===== config.mk =====
export PLATFORM = sky130hd
export DESIGN_NAME = page_table_walker_flat
export DESIGN_NICKNAME = d
export VERILOG_FILES = /design/src/rtl/page_table_walker_if.sv /design/src/rtl/page_table_walker.sv /design/src/flat_wrapper.sv
export SDC_FILE = /design/constraint.sdc
export NUM_CORES = 1
export LEC_CHECK = 0
export CAP_MARGIN = 20
export CORE_ASPECT_RATIO = 1.2
export CORE_MARGIN = 10
export CORE_UTILIZATION = 25
export CTS_BUF_LIST = sky130_fd_sc_hd__clkbuf_2 sky130_fd_sc_hd__clkbuf_4 sky130_fd_sc_hd__clkbuf_8
export DETAILED_ROUTE_END_ITERATION = 8
export PLACE_DENSITY = 0.47
export RECOVER_POWER = 50
export SLEW_MARGIN = 20
export SYNTH_ARGS = -nofsm -noshare
export SYNTH_HDL_FRONTEND = slang
export SYNTH_SLANG_ARGS = --single-unit
export TNS_END_PERCENT = 1

===== constraint.sdc =====
create_clock -name clk -period 1.9 [get_ports clk]
set_clock_uncertainty 0.1 [all_clocks]
set_input_delay 0.38 -clock clk [delete_from_list [all_inputs] [get_ports clk]]
set_output_delay 0.38 -clock clk [all_outputs]
set_load 0.02 [all_outputs]

===== src/rtl/page_table_walker_if.sv =====
// Walker-side bundle: miss request, PTE memory read port, TLB fill and fault reporting.
// master = walker, slave = TLB/memory side.
interface page_table_walker_if #(
  parameter int unsigned VA_WIDTH  = 32,
  parameter int unsigned PA_WIDTH  = 32,
  parameter int unsigned MEM_WIDTH = 32
);
  logic [PA_WIDTH-1:0]  i_ptbr;
  logic                 i_req_valid;
  logic [VA_WIDTH-1:0]  i_req_vaddr;
  logic                 o_req_ready;
  logic                 i_flush;
  logic                 o_mem_req;
  logic [PA_WIDTH-1:0]  o_mem_addr;
  logic                 i_mem_valid;
  logic [MEM_WIDTH-1:0] i_mem_data;
  logic                 o_fill_enable;
  logic [VA_WIDTH-1:0]  o_fill_vaddr;
  logic [PA_WIDTH-1:0]  o_fill_paddr;
  logic                 o_fault;
  logic [VA_WIDTH-1:0]  o_fault_vaddr;
  logic                 o_busy;

  modport master (
    input  i_ptbr, i_req_valid, i_req_vaddr, i_flush, i_mem_valid, i_mem_data,
    output o_req_ready, o_mem_req, o_mem_addr, o_fill_enable, o_fill_vaddr,
           o_fill_paddr, o_fault, o_fault_vaddr, o_busy
  );

  modport slave (
    output i_ptbr, i_req_valid, i_req_vaddr, i_flush, i_mem_valid, i_mem_data,
    input  o_req_ready, o_mem_req, o_mem_addr, o_fill_enable, o_fill_vaddr,
           o_fill_paddr, o_fault, o_fault_vaddr, o_busy
  );
endinterface


===== src/rtl/page_table_walker.sv =====
// Two-level page table walker: reads L1 then L0 PTE for a TLB miss and emits a
// one-cycle fill strobe or a fault pulse. All outputs are registered.
module page_table_walker #(
  parameter int unsigned PAGE_BITS = 12,
  parameter int unsigned VA_WIDTH  = 32,
  parameter int unsigned PA_WIDTH  = 32,
  parameter int unsigned MEM_WIDTH = 32
) (
  input  logic                clk,
  input  logic                rst,
  page_table_walker_if.master bus
);
  localparam int unsigned LEVEL_BITS = PAGE_BITS - 2;
  localparam int unsigned PPN_WIDTH  = PA_WIDTH - PAGE_BITS;

  typedef enum logic [2:0] {IDLE, L1, L0, FILL, FAULT} state_t;

  state_t              state;
  logic [VA_WIDTH-1:0] vaddr;

  logic [LEVEL_BITS-1:0] req_vpn1;
  logic [LEVEL_BITS-1:0] vpn0;
  logic [PPN_WIDTH-1:0]  ptbr_ppn;
  logic [PPN_WIDTH-1:0]  pte_ppn;
  logic                  pte_v;
  logic                  unused_ok;

  assign req_vpn1  = bus.i_req_vaddr[VA_WIDTH-1 -: LEVEL_BITS];
  assign vpn0      = vaddr[PAGE_BITS +: LEVEL_BITS];
  assign ptbr_ppn  = bus.i_ptbr[PA_WIDTH-1:PAGE_BITS];
  assign pte_ppn   = bus.i_mem_data[PA_WIDTH-1:PAGE_BITS];
  assign pte_v     = bus.i_mem_data[0];
  // PTE flag bits, PTE bits above the PA and the PTBR page offset carry no meaning here.
  assign unused_ok = ^{bus.i_mem_data, bus.i_ptbr};

  always_ff @(posedge clk) begin
    if (rst) begin
      state             <= IDLE;
      vaddr             <= '0;
      bus.o_req_ready   <= 1'b1;
      bus.o_busy        <= 1'b0;
      bus.o_mem_req     <= 1'b0;
      bus.o_mem_addr    <= '0;
      bus.o_fill_enable <= 1'b0;
      bus.o_fill_vaddr  <= '0;
      bus.o_fill_paddr  <= '0;
      bus.o_fault       <= 1'b0;
      bus.o_fault_vaddr <= '0;
    end else begin
      bus.o_fill_enable <= 1'b0;
      bus.o_fault       <= 1'b0;
      if (bus.i_flush) begin
        // Abort: any response seen this cycle is dropped along with the walk.
        state           <= IDLE;
        bus.o_mem_req   <= 1'b0;
        bus.o_busy      <= 1'b0;
        bus.o_req_ready <= 1'b1;
      end else begin
        unique case (state)
          IDLE: begin
            if (bus.i_req_valid) begin
              state           <= L1;
              vaddr           <= bus.i_req_vaddr;
              bus.o_mem_req   <= 1'b1;
              bus.o_mem_addr  <= {ptbr_ppn, req_vpn1, 2'b00};
              bus.o_busy      <= 1'b1;
              bus.o_req_ready <= 1'b0;
            end
          end
          L1: begin
            if (bus.i_mem_valid) begin
              if (!pte_v) begin
                state             <= FAULT;
                bus.o_mem_req     <= 1'b0;
                bus.o_fault       <= 1'b1;
                bus.o_fault_vaddr <= vaddr;
              end else begin
                // Request stays high; the new address is the L0 read.
                state          <= L0;
                bus.o_mem_addr <= {pte_ppn, vpn0, 2'b00};
              end
            end
          end
          L0: begin
            if (bus.i_mem_valid) begin
              bus.o_mem_req <= 1'b0;
              if (!pte_v) begin
                state             <= FAULT;
                bus.o_fault       <= 1'b1;
                bus.o_fault_vaddr <= vaddr;
              end else begin
                state             <= FILL;
                bus.o_fill_enable <= 1'b1;
                bus.o_fill_vaddr  <= vaddr;
                bus.o_fill_paddr  <= {pte_ppn, vaddr[PAGE_BITS-1:0]};
              end
            end
          end
          FILL, FAULT: begin
            state           <= IDLE;
            bus.o_busy      <= 1'b0;
            bus.o_req_ready <= 1'b1;
          end
          default: begin
            state           <= IDLE;
            bus.o_mem_req   <= 1'b0;
            bus.o_busy      <= 1'b0;
            bus.o_req_ready <= 1'b1;
          end
        endcase
      end
    end
  end
endmodule

===== src/flat_wrapper.sv =====
// flat-port wrapper written by rule: the top's interface ports become plain ports
module page_table_walker_flat 
#(
  parameter int unsigned PAGE_BITS = 12,
  parameter int unsigned VA_WIDTH  = 32,
  parameter int unsigned PA_WIDTH  = 32,
  parameter int unsigned MEM_WIDTH = 32
)
  (clk, rst, bus_i_ptbr, bus_i_req_valid, bus_i_req_vaddr, bus_i_flush, bus_i_mem_valid, bus_i_mem_data, bus_o_req_ready, bus_o_mem_req, bus_o_mem_addr, bus_o_fill_enable, bus_o_fill_vaddr, bus_o_fill_paddr, bus_o_fault, bus_o_fault_vaddr, bus_o_busy);
  page_table_walker_if #(.VA_WIDTH(VA_WIDTH), .PA_WIDTH(PA_WIDTH), .MEM_WIDTH(MEM_WIDTH)) bus_i ();
  input  logic clk;
  input  logic rst;
  input wire logic [$bits(bus_i.i_ptbr)-1:0] bus_i_ptbr;
  input wire logic [$bits(bus_i.i_req_valid)-1:0] bus_i_req_valid;
  input wire logic [$bits(bus_i.i_req_vaddr)-1:0] bus_i_req_vaddr;
  input wire logic [$bits(bus_i.i_flush)-1:0] bus_i_flush;
  input wire logic [$bits(bus_i.i_mem_valid)-1:0] bus_i_mem_valid;
  input wire logic [$bits(bus_i.i_mem_data)-1:0] bus_i_mem_data;
  output wire logic [$bits(bus_i.o_req_ready)-1:0] bus_o_req_ready;
  output wire logic [$bits(bus_i.o_mem_req)-1:0] bus_o_mem_req;
  output wire logic [$bits(bus_i.o_mem_addr)-1:0] bus_o_mem_addr;
  output wire logic [$bits(bus_i.o_fill_enable)-1:0] bus_o_fill_enable;
  output wire logic [$bits(bus_i.o_fill_vaddr)-1:0] bus_o_fill_vaddr;
  output wire logic [$bits(bus_i.o_fill_paddr)-1:0] bus_o_fill_paddr;
  output wire logic [$bits(bus_i.o_fault)-1:0] bus_o_fault;
  output wire logic [$bits(bus_i.o_fault_vaddr)-1:0] bus_o_fault_vaddr;
  output wire logic [$bits(bus_i.o_busy)-1:0] bus_o_busy;
  assign bus_i.i_ptbr = bus_i_ptbr;
  assign bus_i.i_req_valid = bus_i_req_valid;
  assign bus_i.i_req_vaddr = bus_i_req_vaddr;
  assign bus_i.i_flush = bus_i_flush;
  assign bus_i.i_mem_valid = bus_i_mem_valid;
  assign bus_i.i_mem_data = bus_i_mem_data;
  assign bus_o_req_ready = bus_i.o_req_ready;
  assign bus_o_mem_req = bus_i.o_mem_req;
  assign bus_o_mem_addr = bus_i.o_mem_addr;
  assign bus_o_fill_enable = bus_i.o_fill_enable;
  assign bus_o_fill_vaddr = bus_i.o_fill_vaddr;
  assign bus_o_fill_paddr = bus_i.o_fill_paddr;
  assign bus_o_fault = bus_i.o_fault;
  assign bus_o_fault_vaddr = bus_i.o_fault_vaddr;
  assign bus_o_busy = bus_i.o_busy;
  page_table_walker #(.PAGE_BITS(PAGE_BITS), .VA_WIDTH(VA_WIDTH), .PA_WIDTH(PA_WIDTH), .MEM_WIDTH(MEM_WIDTH)) u_core (.clk(clk), .rst(rst), .bus(bus_i));
endmodule

==> impl_metrics.env, run 1 <==
export IMPL_cts_tree="built"
export IMPL_grt_pass1_vias=5621
export IMPL_yosysMostFrequentCell="nand2_1"
export IMPL_layout_area_overhead_vs_synth_pct=46.0
export IMPL_synthCells=735
export IMPL_ios=234
export IMPL_cts_setup_buffers=0
export IMPL_antenna_found_initial=1
export IMPL_fmax_ghz=0.560
export IMPL_h_tree_depth=4
export IMPL_leakage_nw=3.42
export IMPL_ant_nets=0
export IMPL_synthTopCellsByArea="dfxtp_1 53%, nand2_1 17%, a21oi_1 10%"
export IMPL_final_hold_violation_count=0
export IMPL_gp_routability_congestion=0.776
export IMPL_cp_arrival_ns=2.04
export IMPL_hold_path_class="primary input to register"
export IMPL_setup_violations=0
export IMPL_core_area_sq_um=23000
export IMPL_synth_area_sq_um=5800
export IMPL_crit_type="primary input to register"
export IMPL_rrSetupSlack_ns=0.15
export IMPL_synth_seq_cells=154
export IMPL_drive_gt1_share_pct=7.19
export IMPL_power_density_nw_per_um2=768
export IMPL_totalPowerFinal_w=0.00651
export IMPL_cp_slowest_stage_delay_ns=0.49
export IMPL_first_pass_iters=5
export IMPL_row_count=61
export IMPL_pre_cts_ws_ns=-0.364
export IMPL_clkSinkCount=154
export IMPL_yosys_most_used_dff="dfxtp_1"
export IMPL_grt_overflow=0
export IMPL_dpl_instance_area_sq_um=8260
export IMPL_crit_path_end_kind="register"
export IMPL_fin_util_pct=36.8
export IMPL_post_route_drc_count=0
export IMPL_ys_seq_area_share_pct=53.1
export IMPL_max_cap_viol_count=0
export IMPL_clk_transition_reported_paths_ns=0.09
export IMPL_io_buffers=208
export IMPL_dieWidth_um=159
export IMPL_crit_chain="clkdlybuf4s50_1 -> nand2b_1 -> a2111oi_4 -> buf_12 -> nor2_1 -> a311oi_1"
export IMPL_die_area_sq_um=29700
export IMPL_hold_ws_ns=0.267
export IMPL_cts_buffer_depth=2
export IMPL_start_kind="primary input"
export IMPL_wl_per_cell_um=17.5
export IMPL_cts_buffers_inserted=17
export IMPL_synth_common_cells="265 x nand2_1, 154 x dfxtp_1, 120 x a21oi_1"
export IMPL_period_needed_ns=1.78
export IMPL_vdd_ir_drop_max_v=0.000488
export IMPL_synth_top_area_cell="dfxtp_1"
export IMPL_synth_edf_count=0
export IMPL_rsz0062_at_grt="true"
export IMPL_root_buffer="clkbuf_8"
export IMPL_clock_latency_ns=0.45
export IMPL_synth_cell_types=26
export IMPL_grt_pass1_wl_um=34200
export IMPL_grtUsageTotal_pct=14.5
export IMPL_fin_nets=1020
export IMPL_worstPathMaxFanout=60
export IMPL_first_iter_violations=249
export IMPL_synth_top_area_share_pct=53.1
export IMPL_crit_slowest_cell="clkdlybuf4s50_1"
export IMPL_die_y_um=187
export IMPL_avgViaCountPerCell=4.45
export IMPL_final_area_sq_um=8470
export IMPL_fin_crit_sh_pct=93.9
export IMPL_fin_ws_ns=0.116
export IMPL_synth_avg_cell_area_sq_um=7.90
export IMPL_route_vias_total=5554
export IMPL_synth_async_sr_flop_share_pct=0
export IMPL_initial_core_util_pct=25.2
export IMPL_yosysWarnings=0
export IMPL_required_ns=2.15
export IMPL_drt_total_wl_um=21800
export IMPL_grt_max_degree=69
export IMPL_outcome="finished clean"
export IMPL_finalMaxSlewViolations=0
export IMPL_place_hpwl_um=15500
export IMPL_hold_buffers=0
layout by cell type (no fill, tap or decap), types with 2 or more instances in the layout:
master | Yosys | final
a21oi_1 | 120 | 120
a311oi_1 | 30 | 30
and2_1 | 2 | 2
buf_12 | 0 | 9
buf_4 | 18 | 18
clkbuf_1 | 38 | 3
clkbuf_8 | 0 | 18
clkdlybuf4s50_1 | 0 | 76
clkinv_2 | 0 | 2
clkinvlp_4 | 0 | 4
conb_1 | 1 | 2
dfxtp_1 | 154 | 153
dlygate4sd2_1 | 0 | 129
inv_6 | 0 | 4
inv_8 | 0 | 2
nand2_1 | 265 | 265
nand2b_1 | 3 | 3
nor2_1 | 36 | 35
nor2b_1 | 5 | 5
nor4b_4 | 1 | 2
o21ai_0 | 31 | 31
o22ai_1 | 2 | 2
cells by family after synthesis:
family / after synthesis / share of synthesized area (%)
other cells: 1 / 0.0646
flops: 154 / 53.1
xor+xnor: 1 / 0.151
buf+inv: 75 / 6.40
simple gates: 318 / 21.8
compound gates: 186 / 18.5
cell type report:
| class | instances | area (sq um) |
|---|---|---|
| repair buffers | 238 | 2240 |
| diodes | 1 | 2.50 |
| clock inverters | 14 | 136 |
| clock buffers | 18 | 248 |
| inverters | 1 | 3.75 |
| multi-input cells | 507 | 2360 |
| flip-flops and latches | 154 | 3080 |
| well taps | 315 | 394 |
| fillers | 2537 | 14600 |
through the flow:
step           std cells  TNS [ns]
2_1_floorplan        736         0
3_5_place_dp        1215    -27.80
4_1_cts             1247         0
3_3_place_gp        1215    -27.59
5_1_grt             1248   -0.0745
6_report            1248         0
registers in the layout, summed over array words and instances (netlist names), 3 cells and up:
register / count
u_core.state: 3
u_core.bus.o_mem_addr: 30
u_core.vaddr: 32
u_core.bus.o_fill_paddr: 20
u_core.bus.o_fault_vaddr: 32
u_core.bus.o_fill_vaddr: 32
layer usage:
metal | routed length [um] | GRT usage [%]
met1 | 9650 | 17.4
met2 | 10300 | 23.4
met4 | 438 | 4.78
met5 | 0 | 0
met3 | 1480 | 5.35
worst max-delay path: cells and delay by family:
kind	cells	cell delay (ns)
compound gates	2	0.67
simple gates	2	0.17
buf+inv	2	0.78
power by group:
group | total [W] | internal, W | switching, W
logic | 0.000679 | 0.000312 | 0.000367
clock network | 0.00246 | 0.00110 | 0.00136
registers | 0.00337 | 0.00331 | 0.0000578
final timing paths:
path / from / to / cells past startpoint
max: bus_i_req_valid / u_core.bus.o_mem_addr[15] / 6
min: rst / u_core.bus.o_fill_paddr[31] / 2
max reg2reg: u_core.state[0] / u_core.bus.o_mem_addr[15] / 5
min reg2reg: u_core.bus.o_fill_paddr[18] / u_core.bus.o_fill_paddr[18] / 2
timing repair:
action,CTS,global route
endpoints found under the setup margin,129,84
gates resized for setup,129,5
pin swaps,0,0
gates cloned,0,0
No activity file was read; power rests on OpenSTA's default activity.
==> run 2: changes to the inputs <==
Settings changed: ABC_CLOCK_PERIOD_IN_PS set to 1900.
==> results of run 2 <==
Same layout as run 1: the final DEF is identical, and so are final timing and power.
